===== config.mk =====
export PLATFORM = sky130hd
export DESIGN_NAME = barrel_shifter_pipe_flat
export DESIGN_NICKNAME = d
export VERILOG_FILES = /design/src/rtl/barrel_shifter_pipe_if.sv /design/src/rtl/barrel_shifter_pipe.sv /design/src/flat_wrapper.sv
export SDC_FILE = /design/constraint.sdc
export NUM_CORES = 1
export LEC_CHECK = 0
export CAP_MARGIN = 20
export CORE_MARGIN = 2
export CORE_UTILIZATION = 57
export DETAILED_ROUTE_END_ITERATION = 8
export PLACE_DENSITY = 0.9
export SLEW_MARGIN = 20
export SYNTH_ARGS = -nofsm -noshare
export SYNTH_HDL_FRONTEND = slang
export SYNTH_SLANG_ARGS = --single-unit

===== constraint.sdc =====
create_clock -name clk -period 2.9 [get_ports clk]
set_input_delay 0.435 -clock clk [delete_from_list [all_inputs] [get_ports clk]]
set_output_delay 0.435 -clock clk [all_outputs]
set_load 0.05 [all_outputs]

===== src/rtl/barrel_shifter_pipe_if.sv =====
// rtl/barrel_shifter_pipe_if.sv - operand and result stream bundle for barrel_shifter_pipe
interface barrel_shifter_pipe_if #(
  parameter int WIDTH = 16
);
  localparam int SW = $clog2(WIDTH);

  logic             in_valid;
  logic             in_ready;
  logic [0:WIDTH-1] in_data;
  logic [SW-1:0]    in_amt;
  logic [1:0]       in_mode;
  logic             out_valid;
  logic             out_ready;
  logic [0:WIDTH-1] out_data;
  logic             out_zero;

  modport master (
    output in_valid, in_data, in_amt, in_mode, out_ready,
    input  in_ready, out_valid, out_data, out_zero
  );

  modport slave (
    input  in_valid, in_data, in_amt, in_mode, out_ready,
    output in_ready, out_valid, out_data, out_zero
  );
endinterface


===== src/rtl/barrel_shifter_pipe.sv =====
// rtl/barrel_shifter_pipe.sv - log2(WIDTH)-stage pipelined barrel shifter (SLL/SRL/SRA/ROR)
module barrel_shifter_pipe #(
  parameter int WIDTH = 16
) (
  input  logic                 clk,
  input  logic                 reset,
  barrel_shifter_pipe_if.slave bus
);
  localparam int SW = $clog2(WIDTH);

  typedef logic [0:WIDTH-1] word_t;

  // Index 0 is the MSB, so the numeric shift operators match the bit movement.
  // SRA fills from data[0], which every earlier SRA step has kept equal to the original sign.
  function automatic word_t shift_step(input word_t d, input logic [1:0] mode, input int sh);
    word_t r;
    case (mode)
      2'b00:   r = d << sh;
      2'b01:   r = d >> sh;
      2'b10:   r = word_t'($signed(d) >>> sh);
      default: r = (d >> sh) | (d << (WIDTH - sh));
    endcase
    return r;
  endfunction

  logic [SW-1:0] vq;
  word_t         dq [SW];
  logic [SW-1:0] aq [SW];
  logic [1:0]    mq [SW];

  logic [SW-1:0] rdy;
  logic [SW-1:0] sv;
  word_t         sd [SW];
  logic [SW-1:0] sa [SW];
  logic [1:0]    sm [SW];
  word_t         nd [SW];

  // A stage can take a new beat when it is empty or its successor is taking its beat.
  always_comb begin
    logic r;
    rdy = '0;
    r   = bus.out_ready;
    for (int k = SW - 1; k >= 0; k--) begin
      r      = !vq[k] || r;
      rdy[k] = r;
    end
  end

  always_comb begin
    sv    = '0;
    sd    = '{default: '0};
    sa    = '{default: '0};
    sm    = '{default: '0};
    nd    = '{default: '0};
    sv[0] = bus.in_valid;
    sd[0] = bus.in_data;
    sa[0] = bus.in_amt;
    sm[0] = bus.in_mode;
    for (int k = 1; k < SW; k++) begin
      sv[k] = vq[k-1];
      sd[k] = dq[k-1];
      sa[k] = aq[k-1];
      sm[k] = mq[k-1];
    end
    for (int k = 0; k < SW; k++) begin
      nd[k] = shift_step(sd[k], sm[k], sa[k][k] ? (1 << k) : 0);
    end
  end

  always_ff @(posedge clk or posedge reset) begin
    if (reset) begin
      vq <= '0;
      for (int k = 0; k < SW; k++) begin
        dq[k] <= '0;
        aq[k] <= '0;
        mq[k] <= '0;
      end
    end else begin
      for (int k = 0; k < SW; k++) begin
        if (rdy[k]) begin
          vq[k] <= sv[k];
          if (sv[k]) begin
            dq[k] <= nd[k];
            aq[k] <= sa[k];
            mq[k] <= sm[k];
          end
        end
      end
    end
  end

  assign bus.in_ready  = rdy[0];
  assign bus.out_valid = vq[SW-1];
  assign bus.out_data  = dq[SW-1];
  assign bus.out_zero  = ~|dq[SW-1];
endmodule


===== src/flat_wrapper.sv =====
// flat-port wrapper written by rule: the top's interface ports become plain ports
module barrel_shifter_pipe_flat 
#(
  parameter int WIDTH = 16
)
  (clk, reset, bus_in_valid, bus_in_data, bus_in_amt, bus_in_mode, bus_out_ready, bus_in_ready, bus_out_valid, bus_out_data, bus_out_zero);
  barrel_shifter_pipe_if #(.WIDTH(WIDTH)) bus_i ();
  input  logic clk;
  input  logic reset;
  input wire logic [$bits(bus_i.in_valid)-1:0] bus_in_valid;
  input wire logic [$bits(bus_i.in_data)-1:0] bus_in_data;
  input wire logic [$bits(bus_i.in_amt)-1:0] bus_in_amt;
  input wire logic [$bits(bus_i.in_mode)-1:0] bus_in_mode;
  input wire logic [$bits(bus_i.out_ready)-1:0] bus_out_ready;
  output wire logic [$bits(bus_i.in_ready)-1:0] bus_in_ready;
  output wire logic [$bits(bus_i.out_valid)-1:0] bus_out_valid;
  output wire logic [$bits(bus_i.out_data)-1:0] bus_out_data;
  output wire logic [$bits(bus_i.out_zero)-1:0] bus_out_zero;
  assign bus_i.in_valid = bus_in_valid;
  assign bus_i.in_data = bus_in_data;
  assign bus_i.in_amt = bus_in_amt;
  assign bus_i.in_mode = bus_in_mode;
  assign bus_i.out_ready = bus_out_ready;
  assign bus_in_ready = bus_i.in_ready;
  assign bus_out_valid = bus_i.out_valid;
  assign bus_out_data = bus_i.out_data;
  assign bus_out_zero = bus_i.out_zero;
  barrel_shifter_pipe #(.WIDTH(WIDTH)) u_core (.clk(clk), .reset(reset), .bus(bus_i));
endmodule

# Word-level counts from Yosys, hierarchy flattened
# Cells that the tools add are included.
[word_totals] ff_bits=86 inputBits=26 output_inout_bits=19 word_cells=72
[op_classes] n_addsub=4 n_eq_ne=8 shifts=16 n_mux=8 bitwise=4 n_reduce_logical=18
[op_table] op="16-bit by 32-bit << shifter with 16-bit output" count=8
[op_table] op="16-bit one-hot mux with 3 select lines" count=4
[op_table] op="16-bit by 32-bit right shift with 16-bit output" count=4
[op_table] op="16-bit by 32-bit >>> shifter with 16-bit output" count=4
[op_table] op="6-bit by 32-bit subtractor with 32-bit output (first input constant)" count=4
[op_table] op="16-bit bitwise OR" count=4
[op_table] op="16-bit OR reduction" count=1
[op_table] op="2-bit by 1-bit equality test with 1-bit output (second input constant)" count=4
[op_table] op="2-bit equality test (second input constant)" count=4
[op_table] op="2-bit zero test" count=4
[op_table] op="2-bit AND reduction" count=4
[op_table] op="1-bit zero test" count=5
[op_table] op="1-bit logical OR" count=4
[op_table] op="4-bit 2-to-1 mux" count=1
[op_table] op="3-bit 2-to-1 mux" count=1
[op_table] op="2-bit 2-to-1 mux" count=1
[op_table] op="1-bit 2-to-1 mux" count=1

# Logic depth before layout (Yosys ltp)
[depth] ltp_word=6 ltp_mapped=6 mapped_depth_nobuf=4

# Worst setup path after synthesis
# Ideal clock, no wire load.
[synth_path] path_kind="register to output" from="register u_core.vq[3]" to="output bus_in_ready" arrival_ps=1290 t_required_ps=2465 path_slack_ps=1175 stages_incl_launch_ff=3 path_buffers=0 path_cell_list="dfrtp_1 -> nand4b_4 -> or2_2"
[synth_via] elab_chain_cells=5
[synth_rtl] element="start, declared" line_no="barrel_shifter_pipe.sv:26" text="logic [SW-1:0] vq;"
[synth_rtl] element="start signal, assigned by index" line_no="barrel_shifter_pipe.sv:81" text="vq[k] <= sv[k];"
[synth_rtl] element="1-bit zero test" line_no="barrel_shifter_pipe.sv:44" text="r = !vq[k] || r;"
[synth_rtl] element="1-bit logical OR (4 in a row)" line_no="barrel_shifter_pipe.sv:44"
[synth_rtl] element="end, declared" line_no="flat_wrapper.sv:15" text="output wire logic [$bits(bus_i.in_ready)-1:0] bus_in_ready;"
# Every way passes these cells.

# Final worst setup path
[layout_path] from="input bus_out_ready" to="output bus_in_ready"
[layout_via] elab_chain_cells=4
[layout_rtl] element="start, declared" line_no="flat_wrapper.sv:14" text="input wire logic [$bits(bus_i.out_ready)-1:0] bus_out_ready;"
[layout_rtl] element="1-bit logical OR (4 in a row)" line_no="barrel_shifter_pipe.sv:44"
# Every way passes these cells.

==> run_summary.xml <==
<?xml version="1.0" encoding="UTF-8"?>
<metrics>
  <group name="floorplan">
    <metric name="initial_utilization" unit="%">59.3</metric>
    <metric name="core_region_area" unit="sq um">7290</metric>
    <metric name="floorplan.die.height" unit="microns">91.1</metric>
    <metric name="design.die.area" unit="sq um">8300</metric>
    <metric name="floorplan.io_pins" unit="">45</metric>
    <metric name="fp-row-count" unit="">31</metric>
    <metric name="die-width" unit="microns">91.1</metric>
  </group>
  <group name="synthesis">
    <metric name="yosys.cell_types.count" unit="">42</metric>
    <metric name="yosys_warnings" unit="">0</metric>
    <metric name="synth_enable_flop_cells" unit="">0</metric>
    <metric name="synth.ff_latch_count" unit="">80</metric>
    <metric name="dominant_synthesized_flop_cell" unit="">sky130_fd_sc_hd__dfrtp_1</metric>
    <metric name="ys_top_cells_by_area" unit="">sky130_fd_sc_hd__dfrtp_1, sky130_fd_sc_hd__mux2i_1, sky130_fd_sc_hd__nand2_1</metric>
    <metric name="synth_commonest_cells" unit="">sky130_fd_sc_hd__dfrtp_1, sky130_fd_sc_hd__nand2_1, sky130_fd_sc_hd__nor2_1</metric>
    <metric name="ys_async_sr_fraction" unit="%">100</metric>
    <metric name="synthesis.nets" unit="">488</metric>
    <metric name="postSynthAreaPerCell" unit="sq um">9.36</metric>
    <metric name="most_repeated_cell_in_the_gate_level_netlist_after_synthesis" unit="">sky130_fd_sc_hd__dfrtp_1</metric>
    <metric name="synth_area_leader_cell" unit="">sky130_fd_sc_hd__dfrtp_1</metric>
    <metric name="yosys.area.top_type_share" unit="%">46.3</metric>
    <metric name="seq_area_frac_synth" unit="%">46.3</metric>
    <metric name="netlist_instances" unit="">462</metric>
    <metric name="synth.cell_area" unit="sq um">4320</metric>
  </group>
  <group name="cells_and_area">
    <metric name="insertedDiodeCount" unit="">0</metric>
    <metric name="final_layout_size_suffix_gt1_share" unit="%">7.48</metric>
    <metric name="final_design_area_no_fill" unit="sq um">4840</metric>
    <metric name="utilization" unit="%">66.4</metric>
    <metric name="finish.net_count" unit="">502</metric>
    <metric name="syn2layout_area_growth" unit="%">12.0</metric>
    <metric name="n_fill_cell" unit="">606</metric>
  </group>
  <group name="placed_design">
    <metric name="place_worst_setup_slack" unit="ns">0.336</metric>
    <metric name="placed_area" unit="sq um">4650</metric>
    <metric name="finalWeightedCongestion" unit="">0.855</metric>
    <metric name="hpwl" unit="microns">6300</metric>
    <metric name="place.port_buffers" unit="">44</metric>
  </group>
  <group name="clocking">
    <metric name="cts-hold-fix-buffers" unit="">0</metric>
    <metric name="postCtsSetupRepairBufs" unit="">0</metric>
    <metric name="htreeDepth" unit="">3</metric>
    <metric name="clock_tree_root_driver_cell" unit="">sky130_fd_sc_hd__clkbuf_8</metric>
    <metric name="clock_tree.buffer_depth" unit="">2</metric>
    <metric name="clkSlewWorstSetupHoldPaths" unit="ns">0.08</metric>
    <metric name="clock_tree_from_tritoncts" unit="">built</metric>
    <metric name="clock_insertion_delay_at_the_later_pin_of_the_skew_report" unit="ns">0.35</metric>
    <metric name="num_cts_buffers" unit="">9</metric>
    <metric name="cts_sinks" unit="">80</metric>
    <metric name="cts_resized" unit="">0</metric>
  </group>
  <group name="pwr">
    <metric name="pwr_density_cell" unit="nW/um^2">894</metric>
    <metric name="power.static_leakage" unit="nW">2.14</metric>
    <metric name="max-vdd-ir-drop" unit="V">0.000324</metric>
  </group>
  <group name="worst_setup_path">
    <metric name="crit_path_cell_trace" unit="">clkdlybuf4s50_1 &gt; nand4b_4 &gt; or2_2 &gt; clkdlybuf4s50_1</metric>
    <metric name="crit_arrival" unit="ns">2.12</metric>
    <metric name="reg2reg_to" unit="">u_core.dq[44]</metric>
    <metric name="worstPathRequired" unit="ns">2.47</metric>
    <metric name="cp_max_fo" unit="">4</metric>
    <metric name="critical_path_cell_count" unit="">4</metric>
    <metric name="reg2reg_setup_slack" unit="ns">1.21</metric>
    <metric name="crit_buf_inv" unit="">2</metric>
    <metric name="cp-start-kind" unit="">input port</metric>
    <metric name="crit_path_end_kind" unit="">output port</metric>
    <metric name="cp_max_stage_delay" unit="ns">0.70</metric>
    <metric name="worst_path_dominant_cell_family" unit="">buffers and inverters</metric>
    <metric name="cell_occurring_most_often_along_the_worst_timing_path" unit="">sky130_fd_sc_hd__clkdlybuf4s50_1</metric>
    <metric name="slowest_stage" unit="">sky130_fd_sc_hd__clkdlybuf4s50_1</metric>
    <metric name="worstSetupPathType" unit="">input port to output port</metric>
    <metric name="worstReg2RegStart" unit="">u_core.mq[6]</metric>
    <metric name="r2r.worst_path.cells" unit="">4</metric>
  </group>
  <group name="global_route">
    <metric name="vias_in_the_first_global_route" unit="">3127</metric>
    <metric name="initial_antenna_violation_count" unit="">0</metric>
    <metric name="grt_pass1_wl" unit="microns">14400</metric>
    <metric name="overflow" unit="">0</metric>
    <metric name="track_usage" unit="%">21.6</metric>
    <metric name="maximum_number_of_pins_on_one_net_before_global_route_repair" unit="">52</metric>
  </group>
  <group name="sta">
    <metric name="tightestPinTransition" unit="ns">0.917</metric>
    <metric name="skew" unit="ns">0.00962</metric>
    <metric name="timing.final.setup_violations" unit="">0</metric>
    <metric name="final.setup.tns" unit="ns">0</metric>
    <metric name="final_min_period_over_clock_period" unit="%">88.2</metric>
    <metric name="max_freq" unit="MHz">391</metric>
    <metric name="finalHoldViolations" unit="">0</metric>
    <metric name="final.setup.worst_slack" unit="ns">0.342</metric>
    <metric name="rsz_0062_raised_after_global_routing" unit="">false</metric>
    <metric name="finalWorstPathRequiredPeriod" unit="ns">2.56</metric>
    <metric name="maxSlewHeadroom" unit="%">38.9</metric>
    <metric name="drv_slew" unit="">0</metric>
  </group>
  <group name="drt">
    <metric name="first_pass_iters" unit="">5</metric>
    <metric name="drc_errors" unit="">0</metric>
    <metric name="route.detailed.wl_per_inst" unit="microns">14.7</metric>
    <metric name="dr_total_vias" unit="">3326</metric>
    <metric name="drtIter0Drc" unit="">153</metric>
    <metric name="final_antenna_net_count" unit="">0</metric>
    <metric name="drt-total-wl" unit="microns">8520</metric>
    <metric name="avgViaCountPerCell" unit="">5.73</metric>
  </group>
  <group name="hold_path">
    <metric name="hold_crit_path_type" unit="">input port to async pin</metric>
  </group>
  <group name="flow_run">
    <metric name="drv.max_cap_violation_count" unit="">0</metric>
  </group>
  <group name="outcome">
    <metric name="status" unit="">complete, no violations</metric>
  </group>
</metrics>
[stage by stage]
step | hold slack (ns) | std cells | power [mW]
after detailed placement | 0.484 | 564 | 3.52
final | 0.475 | 580 | 4.33
after global placement | 0.453 | 564 | 3.44
after CTS | 0.491 | 580 | 4.34
after global routing | 0.520 | 580 | 4.60
after floorplan | 0.433 | 462 | 3.18
[per-layer routing]
layer  vias to the layer above  share of wire (%)  track usage (%)
li1                       1647                  -                -
met3                        31                4.1             3.90
met4                         0                4.1             13.1
met5                         -                  0                0
met1                      1548                 42             25.3
met2                       100                 50             36.9
[logic make-up after synthesis]
| kind of cell | after synthesis | synth area share [%] |
|---|---|---|
| xor gates and xnor gates | 1 | 0.203 |
| muxes | 35 | 8.34 |
| DFF | 80 | 46.3 |
| buffers and inverters | 53 | 7.26 |
| and+or+nand+nor | 152 | 16.7 |
| AOI/OAI and AO/OA | 141 | 21.2 |
[cell type report]
type                       count  area [sq um]  share of cell area, %
clock buffer                  12           145                   3.00
multi-input combinational    329          2010                   41.4
timing repair buffer          48           483                   9.97
clock inverter                 4          52.6                   1.08
tap                           99           124                   2.56
inverter                       8          30.0                  0.620
sequential                    80          2000                   41.3
[placed cells by master, fill, tap and decap left out, types with 8 or more instances in the layout]
cell                              instances
sky130_fd_sc_hd__o31ai_1                  8
sky130_fd_sc_hd__clkbuf_8                10
sky130_fd_sc_hd__nand2_1                 64
sky130_fd_sc_hd__o21ai_0                 40
sky130_fd_sc_hd__a21o_1                  26
sky130_fd_sc_hd__nor2b_1                 15
sky130_fd_sc_hd__mux2_2                   8
sky130_fd_sc_hd__a211oi_1                26
sky130_fd_sc_hd__nor2_1                  41
sky130_fd_sc_hd__clkdlybuf4s50_1         44
sky130_fd_sc_hd__and3_1                   9
sky130_fd_sc_hd__a21oi_1                 19
sky130_fd_sc_hd__mux2i_1                 27
sky130_fd_sc_hd__dfrtp_1                 80
[registers in the layout, summed over array words and instances, names as in the netlist]
name,count
u_core.mq,6
u_core.bus.out_data,16
u_core.vq,4
u_core.dq,48
u_core.aq,6
[where the power goes]
group / total [mW] / switching (mW) / internal [mW]
clock: 0.816 / 0.391 / 0.425
combinational: 1.61 / 0.958 / 0.652
sequential: 1.90 / 0.427 / 1.48
[worst max path at each step]
stage / from / endpoint
final: bus_out_ready / bus_in_ready
after global routing: u_core.bus.out_data[13] / bus_out_zero
after CTS: u_core.bus.out_data[13] / bus_out_zero
after detailed placement: bus_out_ready / bus_in_ready
after global placement: bus_out_ready / bus_in_ready
after floorplan: reset / u_core.aq[10]
Note: power is estimated with default switching activity, not from simulation.
